## src/rtl/noc_input_buffer_if.sv

```systemverilog
// noc_input_buffer_if: link/arbiter-side signal bundle for the router input buffer
interface noc_input_buffer_if #(
  parameter int DATA_WIDTH = 32,
  parameter int DEPTH      = 4
);
  logic [DATA_WIDTH-1:0]    ib_flit_i;
  logic                     ib_valid_i;
  logic                     ib_read_i;
  logic [DATA_WIDTH-1:0]    ib_flit_o;
  logic                     ib_empty_o;
  logic [15:0]              ib_addr_header_o;
  logic                     ib_header_o;
  logic                     ib_credit_o;
  logic [$clog2(DEPTH):0]   ib_count_o;
  logic                     ib_overflow_o;
  logic                     ib_underflow_o;
  modport master (
    output ib_flit_i, ib_valid_i, ib_read_i,
    input  ib_flit_o, ib_empty_o, ib_addr_header_o, ib_header_o,
           ib_credit_o, ib_count_o, ib_overflow_o, ib_underflow_o
  );
  modport slave (
    input  ib_flit_i, ib_valid_i, ib_read_i,
    output ib_flit_o, ib_empty_o, ib_addr_header_o, ib_header_o,
           ib_credit_o, ib_count_o, ib_overflow_o, ib_underflow_o
  );
endinterface

```

## src/rtl/noc_input_buffer.sv

```systemverilog
// noc_input_buffer: FWFT flit FIFO with credit return and packet header tracking
module noc_input_buffer #(
  parameter int DATA_WIDTH = 32,
  parameter int DEPTH      = 4,
  parameter int PKT_LEN    = 4
) (
  input  logic                clk,
  input  logic                reset,
  noc_input_buffer_if.slave   bus
);
  localparam int AW = $clog2(DEPTH);
  localparam int CW = AW + 1;
  localparam int PW = $clog2(PKT_LEN);
  logic [DATA_WIDTH-1:0] mem [DEPTH];
  logic [AW-1:0]         wr_ptr, rd_ptr;
  logic [CW-1:0]         count;
  logic [PW-1:0]         pkt_cnt;
  logic [15:0]           addr_q;
  logic                  credit, overflow, underflow;
  logic                  empty, full, do_pop, do_wr, header;
  logic [DATA_WIDTH-1:0] head;
  assign empty  = count == '0;
  assign full   = count == CW'(DEPTH);
  assign do_pop = bus.ib_read_i & ~empty;
  assign do_wr  = bus.ib_valid_i & (~full | do_pop);
  assign head   = mem[rd_ptr];
  assign header = (pkt_cnt == '0) & ~empty;
  assign bus.ib_flit_o        = head;
  assign bus.ib_empty_o       = empty;
  assign bus.ib_header_o      = header;
  assign bus.ib_addr_header_o = header ? head[15:0] : addr_q;
  assign bus.ib_credit_o      = credit;
  assign bus.ib_count_o       = count;
  assign bus.ib_overflow_o    = overflow;
  assign bus.ib_underflow_o   = underflow;
  // storage array; contents are meaningless until written, so no reset
  always_ff @(posedge clk) begin
    if (do_wr) mem[wr_ptr] <= bus.ib_flit_i;
  end
  // pointers, occupancy, framing, header address, credit and sticky error flags
  always_ff @(posedge clk) begin
    if (reset) begin
      wr_ptr    <= '0;
      rd_ptr    <= '0;
      count     <= '0;
      pkt_cnt   <= '0;
      addr_q    <= '0;
      credit    <= 1'b0;
      overflow  <= 1'b0;
      underflow <= 1'b0;
    end else begin
      if (do_wr) wr_ptr <= wr_ptr + AW'(1);
      if (do_pop) rd_ptr <= rd_ptr + AW'(1);
      count     <= count + CW'(do_wr) - CW'(do_pop);
      if (do_pop) pkt_cnt <= (pkt_cnt == PW'(PKT_LEN - 1)) ? '0 : pkt_cnt + PW'(1);
      if (do_pop && header) addr_q <= head[15:0];
      credit    <= do_pop;
      overflow  <= overflow | (bus.ib_valid_i & full & ~do_pop);
      underflow <= underflow | (bus.ib_read_i & empty);
    end
  end
endmodule

```

## src/flat_wrapper.sv

```systemverilog
// flat-port wrapper written by rule: the top's interface ports become plain ports
module noc_input_buffer_flat 
#(
  parameter int DATA_WIDTH = 32,
  parameter int DEPTH      = 4,
  parameter int PKT_LEN    = 4
)
  (clk, reset, bus_ib_flit_i, bus_ib_valid_i, bus_ib_read_i, bus_ib_flit_o, bus_ib_empty_o, bus_ib_addr_header_o, bus_ib_header_o, bus_ib_credit_o, bus_ib_count_o, bus_ib_overflow_o, bus_ib_underflow_o);
  noc_input_buffer_if #(.DATA_WIDTH(DATA_WIDTH), .DEPTH(DEPTH)) bus_i ();
  input  logic clk;
  input  logic reset;
  input wire logic [$bits(bus_i.ib_flit_i)-1:0] bus_ib_flit_i;
  input wire logic [$bits(bus_i.ib_valid_i)-1:0] bus_ib_valid_i;
  input wire logic [$bits(bus_i.ib_read_i)-1:0] bus_ib_read_i;
  output wire logic [$bits(bus_i.ib_flit_o)-1:0] bus_ib_flit_o;
  output wire logic [$bits(bus_i.ib_empty_o)-1:0] bus_ib_empty_o;
  output wire logic [$bits(bus_i.ib_addr_header_o)-1:0] bus_ib_addr_header_o;
  output wire logic [$bits(bus_i.ib_header_o)-1:0] bus_ib_header_o;
  output wire logic [$bits(bus_i.ib_credit_o)-1:0] bus_ib_credit_o;
  output wire logic [$bits(bus_i.ib_count_o)-1:0] bus_ib_count_o;
  output wire logic [$bits(bus_i.ib_overflow_o)-1:0] bus_ib_overflow_o;
  output wire logic [$bits(bus_i.ib_underflow_o)-1:0] bus_ib_underflow_o;
  assign bus_i.ib_flit_i = bus_ib_flit_i;
  assign bus_i.ib_valid_i = bus_ib_valid_i;
  assign bus_i.ib_read_i = bus_ib_read_i;
  assign bus_ib_flit_o = bus_i.ib_flit_o;
  assign bus_ib_empty_o = bus_i.ib_empty_o;
  assign bus_ib_addr_header_o = bus_i.ib_addr_header_o;
  assign bus_ib_header_o = bus_i.ib_header_o;
  assign bus_ib_credit_o = bus_i.ib_credit_o;
  assign bus_ib_count_o = bus_i.ib_count_o;
  assign bus_ib_overflow_o = bus_i.ib_overflow_o;
  assign bus_ib_underflow_o = bus_i.ib_underflow_o;
  noc_input_buffer #(.DATA_WIDTH(DATA_WIDTH), .DEPTH(DEPTH), .PKT_LEN(PKT_LEN)) u_core (.clk(clk), .reset(reset), .bus(bus_i));
endmodule
```

## config.mk

```make
export PLATFORM = sky130hd
export DESIGN_NAME = noc_input_buffer_flat
export DESIGN_NICKNAME = d
export VERILOG_FILES = /design/src/rtl/noc_input_buffer_if.sv /design/src/rtl/noc_input_buffer.sv /design/src/flat_wrapper.sv
export SDC_FILE = /design/constraint.sdc
export NUM_CORES = 1
export LEC_CHECK = 0
export CAP_MARGIN = 10
export CORE_ASPECT_RATIO = 2
export CORE_UTILIZATION = 25
export CTS_CLUSTER_DIAMETER = 80
export DETAILED_ROUTE_END_ITERATION = 10
export PLACE_DENSITY_LB_ADDON = 0.3
export SLEW_MARGIN = 20
export SYNTH_ARGS = -nofsm -noshare
export SYNTH_HDL_FRONTEND = slang
export SYNTH_SLANG_ARGS = --single-unit
```

## constraint.sdc

```tcl
create_clock -name clk -period 3 [get_ports clk]
set_input_delay 0.9 -clock clk [delete_from_list [all_inputs] [get_ports clk]]
set_output_delay 0.9 -clock clk [all_outputs]
set_load 0.01 [all_outputs]
```

---- Word-level counts from Yosys, hierarchy flattened ----
Memory sizes are Yosys's and may differ from the RTL's. A register that Yosys moved wholly into a read port is not among the register bits.
Cells that the tools add are included.
word-level totals
  register bits ........................... 28
  bits in writable memories ............... 128
  bits of input ports ..................... 36
  output and inout bits ................... 56
  logic and storage cells ................. 37
  memories kept ........................... 1
operators by class
  add/sub/neg operators ................... 5
  equality and inequality tests ........... 2
  multiplexer cells ....................... 6
  bitwise operators ....................... 12
  reductions and logical operators ........ 3
memories
  memory      words  bits a word  rd ports  clocked after memory_dff  wr ports  line                    text
  u_core.mem  4      32           1         1                         1         noc_input_buffer.sv:14  logic [DATA_WIDTH-1:0] mem [DEPTH];
operator list
  kind                 number
  $mux 16              1
  $add 2x1->2 const B  3
  $and 1x1->1          6
  $mux 2               3
  $add 3x1->3          1
  $eq 3x3->1 const B   1
  $logic_not 3->1      1
  $not 1->1            3
  $or 1x1->1           3
  $sub 3x1->3          1
  $eq 2x2->1 const B   1
  $logic_not 2->1      1
  $mux 1               2
  $logic_and 1x1->1    1

---- Depth between registers and ports, before layout ----
Gate-level depths: netlist of run 1.
  word-level depth ........................ 7
  depth in mapped cells ................... 9
  mapped depth without buffers ............ 8

---- Least setup slack after synthesis of run 1 ----
Ideal clock, no wire load.
  kind .................................... input port to flip-flop
  start ................................... in bus_ib_read_i
  end ..................................... mem u_core.mem[0][0], enable pin
  library setup time ...................... 0.404 ns
  arrival ................................. 2.115 ns
  data required time ...................... 2.596 ns
  slack ................................... 0.481 ns
  cell stages on the path ................. 2
  path buffers ............................ 0
  cell sequence ........................... or4b_2 -> and3_1
on the way
  cells in the longest elaborated chain, start to end .. 5
RTL lines
  item                          line                    text
  from (decl)                   flat_wrapper.sv:14      input wire logic [$bits(bus_i.ib_read_i)-1:0] bus_ib_read_i;
  $and 1x1->1                   noc_input_buffer.sv:24  assign do_pop = bus.ib_read_i & ~empty;
  $or 1x1->1                    noc_input_buffer.sv:25  assign do_wr = bus.ib_valid_i & (~full | do_pop);
  $and 1x1->1                   noc_input_buffer.sv:25
  $mux 1                        noc_input_buffer.sv:38  if (do_wr) mem[wr_ptr] <= bus.ib_flit_i;
  $mux 1 (implied by the code)  noc_input_buffer.sv:38
  to (decl)                     noc_input_buffer.sv:14
Every way passes these cells.

==> reports/summary.txt, run 1 <==
Most frequent cells in the layout: 128 x edfxtp_1, 51 x clkdlybuf4s50_1, 48 x nand2_1
Min-Delay Startpoint: u_core.addr_q[12]$_SDFFE_PP0P_
FF+latch count, synth: 158
Antenna violations before repair: 0
GPL Wtd Cong: 0.677
Initial Util: 25.6%
Vias in the first global route: 3555
Ratio of cells with drive above 1 in the final layout: 21.7%
Post-DRT Antenna Nets: 0
Final setup vio count: 0
Fmax: 338 MHz
Startpoint Class: flop
RSZ-0062 raised after global routing: no
Min cycle time layout: 2.96 ns
Reg clk slew, reported paths: 0.06 ns
Overall Global Routing Usage: 11.4%
WL final: 13100 um
IO Count: 92
Initial DRC count: 168
Area after DPL: 7390 sq um
CP required: 2.10 ns
Period utilisation layout: 98.7%
Die Wd: 111 um
Post-Place Worst Slack: -0.0388 ns
Overall Power: 6.88 mW
Worst-path maximum fanout: 10
Finished Core Util: 34.4%
CTS Hold Buffers Added: 0
Total grt overflow: 0
CTS Buffer Depth: 2
Max Cap Violations: 0
Slew margin rel.: 34.2%
Crit path to: bus_ib_flit_o[24]
Failing checks: design-rule violations
CP arrival: 2.06 ns
Drt drc: 11
Design area: 8020 sq um
Post-synthesis sequential area ratio: 74.3%
Worst r2r src: u_core.bus.ib_count_o[1]$_SDFF_PP0_
Worst VDD drop: 0.000374 V
WS Path Type: flop to output pin
Row count: 79
CP endpoint kind: output pin
Syn nets: 371
Syn_area_per_cell: 18.3 sq um
Synthesized area: 5980 sq um
Nets: 491
Largest net degree at the start of global routing: 33
CTS tree: done
Ant diodes: 0
Drt pass-1 iters: 7
Prevailing post-synth register cell: edfxtp_1
Status: finished with violations
HP Class: flop to flop
Clock skew: 0.00812 ns
Die height: 221 um
Least-Margin Pin Slew: 0.982 ns
Yosys Warn Count: 0
First-pass GRT wire length: 20200 um
Routed vias/inst: 4.36
Wirelength per Cell: 17.6 um
Reg2reg end: u_core.bus.ib_count_o[2]$_SDFF_PP0_
Number of flops mapped to enable cells by yosys: 128
Most common cell after layout, fill and taps aside: edfxtp_1
Cells on worst reg2reg path: 9
Core area: 23300 sq um
Async SR Flop Fraction: 0%
Worst Setup Slack, final: 0.0392 ns
Clock Latency Late Sink: 0.43 ns
Final Hold Vio Count: 0
R2R Setup Slk: 0.82 ns
Number of port buffers: 91
Fin. max-slew vios: 0
Vias: 3240
CTS buffer count: 17
P&R area growth vs syn: 34.0%
Synth unique cells: 33
CTS sink count: 158
Post-detail-place hpwl: 9030 um
Die area: 24600 sq um
Cell leakage power: 2.83 nW
Hold Slack: 0.480 ns
Pwr Density: 858 nW/um^2
Root Buffer: clkbuf_16
CTS H-tree lvls: 4
Mapped Cells: 327
[flip-flops by register name (all words and copies together) (netlist names), named ones only]
register and cells:
u_core.addr_q 16, u_core.bus.ib_count_o 3, u_core.bus.ib_credit_o 1, u_core.bus.ib_overflow_o 1
u_core.bus.ib_underflow_o 1, u_core.mem 128, u_core.pkt_cnt 2, u_core.rd_ptr 2
u_core.wr_ptr 2
[logic make-up (layout without fill, tap and decap cells)]
logic type | Yosys count | in the layout | share of synthesized area (%)
buf+inv | 23 | 156 | 1.90
flops | 158 | 158 | 74.3
compound gates | 28 | 28 | 3.91
mux | 33 | 33 | 12.2
simple gates | 73 | 73 | 5.31
xor+xnor | 4 | 4 | 0.586
fa+ha+maj | 8 | 8 | 1.80
[worst min-delay path by stage]
stage	to	cells past startpoint
after floorplan	u_core.addr_q[10]$_SDFFE_PP0P_	1
after global placement	u_core.bus.ib_underflow_o$_SDFF_PP0_	2
after detailed placement	u_core.bus.ib_underflow_o$_SDFF_PP0_	2
after CTS	u_core.bus.ib_underflow_o$_SDFF_PP0_	2
after global routing	u_core.addr_q[0]$_SDFFE_PP0P_	1
final	u_core.addr_q[12]$_SDFFE_PP0P_	1
[worst max-delay path, cell delays in order (launching register included)]
cell and delay, ns:
dfxtp_4 0.42, buf_16 0.17, mux4_2 0.53, clkdlybuf4s50_1 0.51
[synth_stat cells, types with 2 or more instances]
library cell | n | share of area, %
inv_1 | 7 | 0.44
buf_6 | 2 | 0.38
buf_2 | 5 | 0.42
nand3_1 | 2 | 0.17
nand2_1 | 49 | 3.1
o21ai_0 | 3 | 0.25
xnor2_1 | 2 | 0.29
xor2_1 | 2 | 0.29
ha_1 | 7 | 1.5
a22o_1 | 16 | 2.3
edfxtp_1 | 128 | 64
dfxtp_1 | 30 | 10
nor2b_1 | 2 | 0.21
nor2_1 | 10 | 0.63
and3_1 | 4 | 0.42
a21oi_1 | 5 | 0.42
mux4_2 | 32 | 12
clkbuf_1 | 6 | 0.38
[metrics by stage]
step / std cells / setup TNS [ns]
after floorplan: 327 / 0
after global placement: 705 / 0
after detailed placement: 705 / -0.0388
after CTS: 740 / 0
after global routing: 743 / 0
final: 743 / 0
[final cells by class]
cell class	instances	area, sq um
clock buffer	17	425
clock inverter	15	163
fill	2205	15300
inverter	8	35.0
multi-input combinational	146	1430
sequential	158	4450
tap	283	354
timing repair buffer	116	1160
[power by group]
group | total [mW] | internal [mW] | switching (mW)
clock | 2.11 | 1.23 | 0.881
sequential | 2.71 | 2.60 | 0.109
combinational | 2.06 | 1.04 | 1.02
[per-layer routing]
metal	part of all wire (%)	up-vias	GRT usage [%]
met5	0	-	0
met4	3.6	0	7.12
met3	4.0	26	3.15
met2	56	74	21.3
met1	36	1624	10.9
li1	-	1516	-
[timing repair]
action | CTS | global route
cloned | 1 | 0
setup buffers | 2 | 3
endpoints found under the setup margin | 48 | 4
gates resized for setup | 46 | 2
hold endpoints to repair | 0 | 0
Power figures use the tool's default switching activity.
==> run 2, diff against run 1 <==
--- a/config.mk
+++ b/config.mk
@@ -12,3 +12,3 @@
 export DETAILED_ROUTE_END_ITERATION = 10
-export PLACE_DENSITY_LB_ADDON = 0.3
+export PLACE_DENSITY_LB_ADDON = 0.2
 export SLEW_MARGIN = 20
--- a/constraint.sdc
+++ b/constraint.sdc
@@ -3,2 +3,2 @@
 set_output_delay 0.9 -clock clk [all_outputs]
-set_load 0.01 [all_outputs]
+set_load 0.1 [all_outputs]
==> reports/summary.txt, run 2 (synthesis results as in run 1) <==
P&R area growth vs syn: 42.8%
Most common cell after layout, fill and taps aside: edfxtp_1
Fmax: 346 MHz (+2.5%)
Overall Global Routing Usage: 11.4% (about the same)
Startpoint Class: flop
Total grt overflow: 0 (unchanged)
Vias: 3249 (+0.28%)
RSZ-0062 raised after global routing: no
Post-DRT Antenna Nets: 0 (unchanged)
Row count: 79 (unchanged)
Least-Margin Pin Slew: 0.495 ns (-0.487 ns)
Met1 usage: 11.3% (+0.45 points)
GPL Wtd Cong: 0.697 (+2.9%)
Max Cap Violations: 0 (unchanged)
Fin. max-slew vios: 0 (unchanged)
Die Wd: 111 um (unchanged)
Wirelength per Cell: 17.8 um (+1.2%)
Die height: 221 um (unchanged)
Largest net degree at the start of global routing: 24 (-27%)
Routed vias/inst: 4.37 (+0.28%)
Min cycle time layout: 2.89 ns (-0.0729 ns)
Vias in the first global route: 3448 (-3.0%)
Max FFs per register: 128 (unchanged)
CTS buffer count: 17 (unchanged)
Most flops, register: u_core.mem
Reg clk slew, reported paths: 0.06 ns (about the same)
PostCTS Resize Cnt: 0 (-100%)
CTS sink count: 158 (unchanged)
Status: finished with violations
Worst r2r src: u_core.bus.ib_count_o[1]$_SDFF_PP0_
Hold Slack: 0.475 ns (-0.00416 ns)
IO Count: 92 (unchanged)
Slowest cell on crit path: mux4_2
First-pass GRT wire length: 20200 um (-0.31%)
Fill cells: 2195 (-0.45%)
Period utilisation layout: 96.3% (-2.4 points)
Drt pass-1 iters: 7 (unchanged)
Worst-path maximum fanout: 18 (+8)
Final Hold Vio Count: 0 (unchanged)
Final setup vio count: 0 (unchanged)
Initial Util: 25.6% (unchanged)
CP arrival: 1.99 ns (-0.07 ns)
Clock skew: 0.00791 ns (-0.000206 ns)
Most frequent cells in the layout: 128 x edfxtp_1, 56 x buf_12, 36 x nand2_1
CTS H-tree lvls: 4 (unchanged)
Ratio of cells with drive above 1 in the final layout: 37.2% (+15 points)
Initial DRC count: 116 (-31%)
CP endpoint kind: output pin
Root Buffer: clkbuf_16
Post-Place Worst Slack: -0.00139 ns (+0.0374 ns)
Layer with the highest usage: met2
WS Path Type: flop to output pin
WL final: 13200 um (+1.2%)
Clock Latency Late Sink: 0.41 ns (-0.02 ns)
Setup TNS: 0 ns (unchanged)
Failing checks: design-rule violations
Number of port buffers: 91 (unchanged)
Nets: 491 (unchanged)
CTS Buffer Depth: 2 (unchanged)
Antenna violations before repair: 0 (unchanged)
Core area: 23300 sq um (unchanged)
Min-Delay Startpoint: u_core.addr_q[10]$_SDFFE_PP0P_
CP required: 2.10 ns (about the same)
GR met2 Demand/Resource: 22.0% (+0.65 points)
Met3 usage: 2.25% (-0.90 points)
Worst Setup Slack, final: 0.112 ns (+0.0729 ns)
Drt drc: 8 (-3)
CP cell instances: buf_12 -> mux4_2 -> nand2_1 -> nand2_2 -> buf_12
Crit path largest cell delay: 0.58 ns (+0.05 ns)
Slew margin rel.: 66.9% (+33 points)
Die area: 24600 sq um (unchanged)
Post-detail-place hpwl: 9310 um (+3.1%)
Worst path most repeated cell: buf_12
Ant diodes: 0 (unchanged)
HP Class: flop to flop
CTS tree: done
[run 2: changes by cell type in the layout (fill, tap and decap cells not counted), sizes merged]
cell | previous run | this run
dlygate4sd2 | 40 | 0
clkinv | 6 | 5
inv | 11 | 13
clkbuf | 17 | 21
clkdlybuf4s50 | 51 | 35
clkinvlp | 4 | 1
buf | 25 | 81
bufinv | 2 | 0
[run 2: timing repair]
action / 4_1_cts / 5_1_grt
endpoints found under the setup margin: 0 / 2
hold buffers: 0 / 0
setup buffers: 0 / 4
[run 2: layout make-up]
| cell class | count | area (sq um) | area share [%] |
|---|---|---|---|
| timing repair buffer | 116 | 1660 | 19.4 |
| sequential | 158 | 4450 | 52.1 |
| clock inverter | 11 | 73.8 | 0.864 |
| tap | 283 | 354 | 4.15 |
| multi-input combinational | 146 | 1470 | 17.2 |
| inverter | 8 | 32.5 | 0.381 |
| clock buffer | 21 | 504 | 5.90 |
[run 2: path summary, 6_finish.rpt]
path	endpoint	slack [ns]	depth (start not counted)
worst max-delay path	bus_ib_addr_header_o[4]	0.11	5
worst min-delay path	u_core.addr_q[10]$_SDFFE_PP0P_	0.48	1
worst max register to register	u_core.bus.ib_count_o[2]$_SDFF_PP0_	0.97	8
worst min register to register	u_core.addr_q[10]$_SDFFE_PP0P_	0.48	1
[run 2: per-layer routing]
metal	up-vias	part of all wire, %
met5	-	0
met4	0	1.8
met3	10	2.8
met2	67	59
met1	1665	36
li1	1507	-
[run 2: stage by stage]
stage | utilization [%] | cells | area [sq um]
CTS | 36.5 | 739 | 8510
floorplan | - | 327 | 6030
detailed placement | 34.0 | 707 | 7930
global placement | 34.0 | 707 | 7930
global route | 36.6 | 743 | 8540
finish | 36.6 | 743 | 8540
[run 2: worst max-delay path, delay by kind of cell, from the launching register on]
kind | cells | cell delay [ns]
mux | 1 | 0.58
simple gates | 2 | 0.19
buf+inv | 2 | 0.38
flops | 1 | 0.41
Power of run 2 is not shown: default switching activity piles up to over one toggle a cycle in this logic, so the estimate is an artifact.
==> run 3, diff against run 2 <==
CAP_MARGIN = 20   (was 10)
==> results of run 3 <==
No change in the layout: final DEF, timing and power equal those of run 2.
Power of run 3 is left out for the same reason.
